[config.mk]
export PLATFORM = sky130hd
export DESIGN_NAME = hazard_stall
export DESIGN_NICKNAME = d
export VERILOG_FILES = /design/src/rtl/hazard_stall.sv
export SDC_FILE = /design/constraint.sdc
export NUM_CORES = 1
export LEC_CHECK = 0
export ABC_AREA = 1
export CAP_MARGIN = 20
export CORE_MARGIN = 2
export CORE_UTILIZATION = 30
export DETAILED_ROUTE_END_ITERATION = 10
export SLEW_MARGIN = 40
export SYNTH_ARGS = -nofsm -noshare
export SYNTH_HDL_FRONTEND = slang
export SYNTH_SLANG_ARGS = --single-unit
[constraint.sdc]
create_clock -name clk -period 4.9 [get_ports clk]
set_input_delay 0.49 -clock clk [delete_from_list [all_inputs] [get_ports clk]]
set_output_delay 0.49 -clock clk [all_outputs]
set_load 0.02 [all_outputs]
[src/rtl/hazard_stall.sv]
// D-stage stall controller for the 5-stage MIPS pipeline: tracks E/M/W destinations
// and result timing, and holds the mult/div busy counter that gates HI/LO users.
module hazard_stall #(
  parameter int MULT_CYCLES = 5,
  parameter int DIV_CYCLES  = 10,
  parameter int CNT_W       = 4
) (
  input  logic        clk,
  input  logic        reset_n,
  input  logic [31:0] IR_D,
  input  logic [1:0]  Tuse_rs_D,
  input  logic [1:0]  Tuse_rt_D,
  input  logic [4:0]  A3_D,
  input  logic        RWE_D,
  input  logic [1:0]  Tnew_D,
  input  logic        md_start_D,
  input  logic        md_div_D,
  input  logic        md_use_D,
  output logic        stall,
  output logic [4:0]  A3_E,
  output logic [4:0]  A3_M,
  output logic [4:0]  A3_W,
  output logic        RWE_E,
  output logic        RWE_M,
  output logic        RWE_W,
  output logic [1:0]  Tnew_E,
  output logic [1:0]  Tnew_M,
  output logic        md_busy
);

  logic [4:0]       a3E_q, a3E_d, a3M_q, a3M_d, a3W_q, a3W_d;
  logic             rweE_q, rweE_d, rweM_q, rweM_d, rweW_q, rweW_d;
  logic [1:0]       tnewE_q, tnewE_d, tnewM_q, tnewM_d;
  logic [CNT_W-1:0] cnt_q, cnt_d;

  logic [4:0] rsD;
  logic [4:0] rtD;
  logic       stallRsE, stallRsM, stallRtE, stallRtM, stallMd;
  logic       unusedIr;

  assign rsD      = IR_D[25:21];
  assign rtD      = IR_D[20:16];
  assign unusedIr = ^{IR_D[31:26], IR_D[15:0]};

  // A producer only blocks D when forwarding cannot deliver before the operand is used;
  // $0 is never a real dependency.
  assign stallRsE = (Tuse_rs_D < tnewE_q) && (rsD == a3E_q) && (a3E_q != 5'd0) && rweE_q;
  assign stallRsM = (Tuse_rs_D < tnewM_q) && (rsD == a3M_q) && (a3M_q != 5'd0) && rweM_q;
  assign stallRtE = (Tuse_rt_D < tnewE_q) && (rtD == a3E_q) && (a3E_q != 5'd0) && rweE_q;
  assign stallRtM = (Tuse_rt_D < tnewM_q) && (rtD == a3M_q) && (a3M_q != 5'd0) && rweM_q;

  assign md_busy = (cnt_q != '0);
  assign stallMd = (md_start_D | md_use_D) && md_busy;

  assign stall = stallRsE | stallRsM | stallRtE | stallRtM | stallMd;

  always_comb begin
    a3E_d   = A3_D;
    rweE_d  = RWE_D;
    tnewE_d = Tnew_D;
    if (stall) begin
      a3E_d   = 5'd0;
      rweE_d  = 1'b0;
      tnewE_d = 2'd0;
    end

    a3M_d   = a3E_q;
    rweM_d  = rweE_q;
    tnewM_d = (tnewE_q == 2'd0) ? 2'd0 : tnewE_q - 2'd1;

    a3W_d   = a3M_q;
    rweW_d  = rweM_q;

    // A start that is itself stalled never loads, so load-over-decrement is safe.
    cnt_d = cnt_q;
    if (md_start_D && !stall) begin
      cnt_d = md_div_D ? CNT_W'(DIV_CYCLES) : CNT_W'(MULT_CYCLES);
    end else if (cnt_q != '0) begin
      cnt_d = cnt_q - 1'b1;
    end
  end

  always_ff @(posedge clk or negedge reset_n) begin
    if (!reset_n) begin
      a3E_q   <= 5'd0;
      rweE_q  <= 1'b0;
      tnewE_q <= 2'd0;
      a3M_q   <= 5'd0;
      rweM_q  <= 1'b0;
      tnewM_q <= 2'd0;
      a3W_q   <= 5'd0;
      rweW_q  <= 1'b0;
      cnt_q   <= '0;
    end else begin
      a3E_q   <= a3E_d;
      rweE_q  <= rweE_d;
      tnewE_q <= tnewE_d;
      a3M_q   <= a3M_d;
      rweM_q  <= rweM_d;
      tnewM_q <= tnewM_d;
      a3W_q   <= a3W_d;
      rweW_q  <= rweW_d;
      cnt_q   <= cnt_d;
    end
  end

  assign A3_E   = a3E_q;
  assign A3_M   = a3M_q;
  assign A3_W   = a3W_q;
  assign RWE_E  = rweE_q;
  assign RWE_M  = rweM_q;
  assign RWE_W  = rweW_q;
  assign Tnew_E = tnewE_q;
  assign Tnew_M = tnewM_q;

endmodule

[Yosys cells after proc, flatten, opt, wreduce, memory -nomap -nowiden]
Index checks and enable logic that the tools add are counted.
W data, S select, Z words.
Storage, ports and cells
  output and inout bits: 24
  flip-flop bits (word level): 26
  bits of input ports: 49
Cells by class
  eq/ne operators: 4
  $lt $le $gt $ge: 4
  add/sub/neg operators: 2
  multiplexer cells: 7
  bitwise gates (word level): 5
  reductions and logical operators: 20
Operators with widths (count)
  $eq A5 B5 Y1: 4
  $logic_and A1 B1 Y1: 14
  $mux W4: 3
  $reduce_bool A5 Y1: 2
  $lt A2 B2 Y1: 4
  $mux W5: 1
  $or A1 B1 Y1: 5
  $mux W2: 2
  $reduce_bool A4 Y1: 1
  $sub A4 B1 Y4 const B: 1
  $logic_not A2 Y1: 1
  $reduce_bool A2 Y1: 1
  $sub A2 B1 Y2 const B: 1
  $logic_not A1 Y1: 1
  $mux W1: 1

[Depth between registers and ports, before layout]
  depth in word-level cells: 11
  gate-level depth with buffers: 14
  depth with buffers taken out: 14

[Least setup slack after synthesis]
OpenSTA, ideal clock, no wires.
  path kind: reg2out
  start point: reg tnewE_q[1] (netlist: Tnew_E[1])
  end point: out stall
  stages on the path, launching flop included: 9
  path buffers: 0
  data arrival time: 1.413 ns
  setup slack: 2.997 ns
  data required time: 4.410 ns
  cells stage by stage: dfrtp_1 inv_1 ha_1 a21boi_0 nor2_1 nand3_2 nand2_2 nand2_4 nand3_4
On the way
  word-level cells in the longest chain between the ends: 8
RTL lines
  start: declaration: line 33  | logic [1:0] tnewE_q, tnewE_d, tnewM_q, tnewM_d;
  start signal: assignment: line 97  | tnewE_q <= tnewE_d;
  $lt A2 B2 Y1: line 47  | assign stallRsE = (Tuse_rs_D < tnewE_q) && (rsD == a3E_q) && (a3E_q != 5'd0) && rweE_q;
  $logic_and A1 B1 Y1 (3 in a row): line 47
  $or A1 B1 Y1: line 55  | assign stall = stallRsE | stallRsM | stallRtE | stallRtM | stallMd;
  $or A1 B1 Y1 * (3 in a row): line 55
  end: declaration: line 19  | output logic stall,
Every way passes the cells marked *; elsewhere a longest branch is shown, timed or not.

[Final worst setup path]
  start point: in Tuse_rs_D[1]
  end point: out stall
On the way
  word-level cells in the longest chain between the ends: 8
RTL lines
  start: declaration: line 11  | input logic [1:0] Tuse_rs_D,
  $lt A2 B2 Y1, on equally long branches: line 47, 48
  $logic_and A1 B1 Y1, on equally long branches (3 in a row): line 47, 48
  $or A1 B1 Y1 * (4 in a row): line 55
Marked as above.

==> metrics.md <==
| Metric | Value |
|---|---|
| Met2 GRT Util | `0.2133` |
| Post-Layout Inst Area | `between 2000 and 2500 um^2` |
| Slowest CP cell | `clkdlybuf4s50_1` |
| Die area | `5424 um^2` |
| Setup WS pre-CTS | `around 1900 ps` |
| Worst-margin pin slew | `~330 ps` |
| Num CTS Buffers | `3` |
| # resized after CTS | `0` |
| Vias | `1,229` |
| Syn_area_per_cell | `roughly 8 um^2` |
| Clk root buf | `clkbuf_8` |
| Skew final | `slightly above 2 ps` |
| Leakage | `0.001090 uW` |
| Starting Density | `0.3101` |
| WL final | `between 3 and 4 mm` |
| Crit path arrival time | `about 2500 ps` |
| Worst Slack Setup Final | `approximately 1900 ps` |
| Critical path class | `input port to output pin` |
| Number of port buffers | `50` |
| Sequential element share of the synthesized area | `0.4471` |
| Synth Instances | `~180` |
| Global router's overall resource usage | `0.1234` |
| VDD IR max | `between 0.15 and 0.2 mV` |
| CP peak stage delay | `roughly 640 ps` |
| Syn Nets | `approximately 240` |
| Drt initial violations | `51` |
| CTS Buffer Depth | `2` |
| Status | `finished, final reports clean` |
| Clock sink count | `26` |
| Startpoint types | `input port` |
| Max-cap violations | `0` |
| Area Overhead vs Synth | `42.39%` |
| Max Freq | `around 330 MHz` |
| # diodes | `0` |
| Worst rel slew slack | `0.7788` |
| Final net count | `293` |
| Synth Warn # | `0` |
| Hold Fails Final Rpt | `0` |
| Critical-path cell list | `clkdlybuf4s50_1 -> ha_1 -> a21boi_0 -> nor2_1 -> nand3_1 -> nand2_2 -> nand2_4 -> nand3_4 -> clkdlybuf4s50_1` |
| R2r setup slk | `around 3100 ps` |
| Wire per inst | `approximately 11 um` |
| CP Max Fanout | `10` |
| Area after DPL | `2031 um^2` |
| Most used cell, CP | `clkdlybuf4s50_1` |
| Die Ht | `between 70 and 80 um` |
| Pwr per Cell Area | `approximately 350 nW/um^2` |
| Worst path required time | `4410 ps` |
| Worst Setup End Kind | `output pin` |
| Final setup viols | `0` |
| CTS tree | `built` |
| First-pass GRT wire length | `about 5 mm` |
| Via density | `around 4.2` |
| Core Rows | `25` |
| Met3 Track Usage GR | `0.02195` |
| Worst skew pair latency | `around 260 ps` |
| Cts hold-fix bufs | `0` |
| Post-DRT Antenna Nets | `0` |
| Layout cells sized above 1 | `0.1059` |
| Dpl cells | `287` |
| CORE AREA | `approximately 4700 um^2` |
| Final min period | `a little over 3000 ps` |
| I/O pin count | `73` |
| H-Tree Depth | `1` |
| Netlist cell types | `25` |
| Largest net degree at the start of global routing | `27` |
| Most Crowded Layer GR | `met2` |
| Reg clk slew, reported paths | `90 ps` |
| DP HPWL | `~2.6 mm` |
| Vias in the first global route | `between 1,000 and 1,500` |
| WHS | `between 400 and 500 ps` |
| Max-slew violation count | `0` |
| Drt first pass iters | `4` |
| Die width | `73.65 um` |
| Setup TNS | `0 ps` |
| Residual DRC | `0` |
| Met1 usage | `0.1537` |
| Non-filler cells, final | `290` |
| Buffer and inverter count on the worst path | `2` |
| Post-CTS Setup Repair Bufs | `0` |
| Routability Congestion | `0.8799` |
| Initial antenna violation count | `0` |
| GRT Residual Overflow | `0` |
| Hold Path Class | `register to register` |
| CP top delay family | `buffers and inverters` |
| Mapped cell area | `1455 um^2` |
| Crit share post-route | `0.6177` |
| RSZ-0062 raised after global routing | `no` |
| FF+latch count, synth | `26` |
## path summary, 6_finish.rpt
kind / start / to / depth (start not counted)
max: Tuse_rs_D[1] / stall / 9
min: RWE_M / RWE_W / 0
max reg2reg: Tnew_E[1] / cnt_q[1] / 10
min reg2reg: RWE_M / RWE_W / 0
max in group asynchronous: reset_n / Tnew_M[1] / 2
min in group asynchronous: reset_n / A3_W[3] / 2
## through the flow
| step | utilization | total power [uW] |
|---|---|---|
| after floorplan | - | 494.5 |
| after global placement | 0.4328 | 619.6 |
| after detailed placement | 0.4328 | 623.1 |
| after CTS | 0.4416 | 743.9 |
| after global routing | 0.4416 | 794.1 |
| final | 0.4416 | 732.1 |
## cell type report
type,instances,area [um^2]
Inverter,42,157.7
Multi-Input combinational cell,114,646.9
Timing Repair Buffer,51,508.0
Sequential cell,26,650.6
Tap cell,54,67.56
Clock buffer,3,41.29
Fill cell,494,2620
## metal layers
layer | up-vias | part of all wire
met1 | 539 | 0.44
met2 | 32 | 0.49
li1 | 656 | -
met3 | 2 | 0.055
met5 | - | 0
met4 | 0 | 0.0097
## synthesized netlist by cell type
master,n,area share
nand2_1,41,0.11
inv_1,35,0.090
dfrtp_1,26,0.45
nor2_1,21,0.054
inv_2,7,0.018
o21ai_0,7,0.024
ha_1,6,0.052
nand3_1,6,0.021
xor2_1,5,0.030
nand2_4,3,0.023
nand4_1,3,0.013
xnor2_1,3,0.018
a21boi_0,2,0.010
a21oi_1,2,0.0069
nand2_2,2,0.0086
nor2_2,2,0.0086
nor2_4,2,0.015
o21ai_1,2,0.0069
a21oi_2,1,0.0060
nand3_2,1,0.0069
nand3_4,1,0.012
nor3_1,1,0.0034
o21ai_2,1,0.0060
o21bai_1,1,0.0052
o21bai_2,1,0.0077
## cells in the final DEF (no fill, tap or decap), types with 3 or more instances in the layout
master | synthesis | routed
inv_1 | 35 | 35
nand4_1 | 3 | 3
ha_1 | 6 | 6
nand3_1 | 6 | 6
inv_2 | 7 | 7
nand2_4 | 3 | 3
clkdlybuf4s50_1 | 0 | 50
xor2_1 | 5 | 5
dfrtp_1 | 26 | 26
o21ai_0 | 7 | 7
nand2_1 | 41 | 41
xnor2_1 | 3 | 3
clkbuf_8 | 0 | 3
nor2_1 | 21 | 21
## worst reg2reg max path: stages, from the launching register on
cell and delay, ps:
dfrtp_1 380, inv_1 80, ha_1 270, a21boi_0 160, nor2_1 80, nand3_1 100
nand2_2 80, a21oi_1 120, nand4_1 200, nand2_1 130, nand2_1 50
## flip-flops by register name (all words and copies together) (netlist names)
| name | cells |
|---|---|
| A3_E | 5 |
| A3_M | 5 |
| A3_W | 5 |
| RWE_E | 1 |
| RWE_M | 1 |
| RWE_W | 1 |
| Tnew_E | 2 |
| Tnew_M | 2 |
| cnt_q | 4 |
## power breakdown
part / switching (uW) / internal [uW] / total, uW
sequential: 41.7 / 259 / 300
combinational: 166 / 147 / 313
clock: 63.2 / 55.0 / 118
total: 271 / 461 / 732
## cell families (layout without fill, tap and decap cells)
| kind of cell | Yosys count | in the layout | synth area share |
|---|---|---|---|
| AND/OR/NAND/NOR | 83 | 83 | 0.2717 |
| adder cells (fa/ha/maj) | 6 | 6 | 0.05159 |
| XOR/XNOR | 8 | 8 | 0.04815 |
| AO/OA/AOI/OAI | 17 | 17 | 0.07309 |
| buffers and inverters | 42 | 96 | 0.1083 |
| flip-flops | 26 | 26 | 0.4471 |
Note: power is estimated with default switching activity, not from simulation.
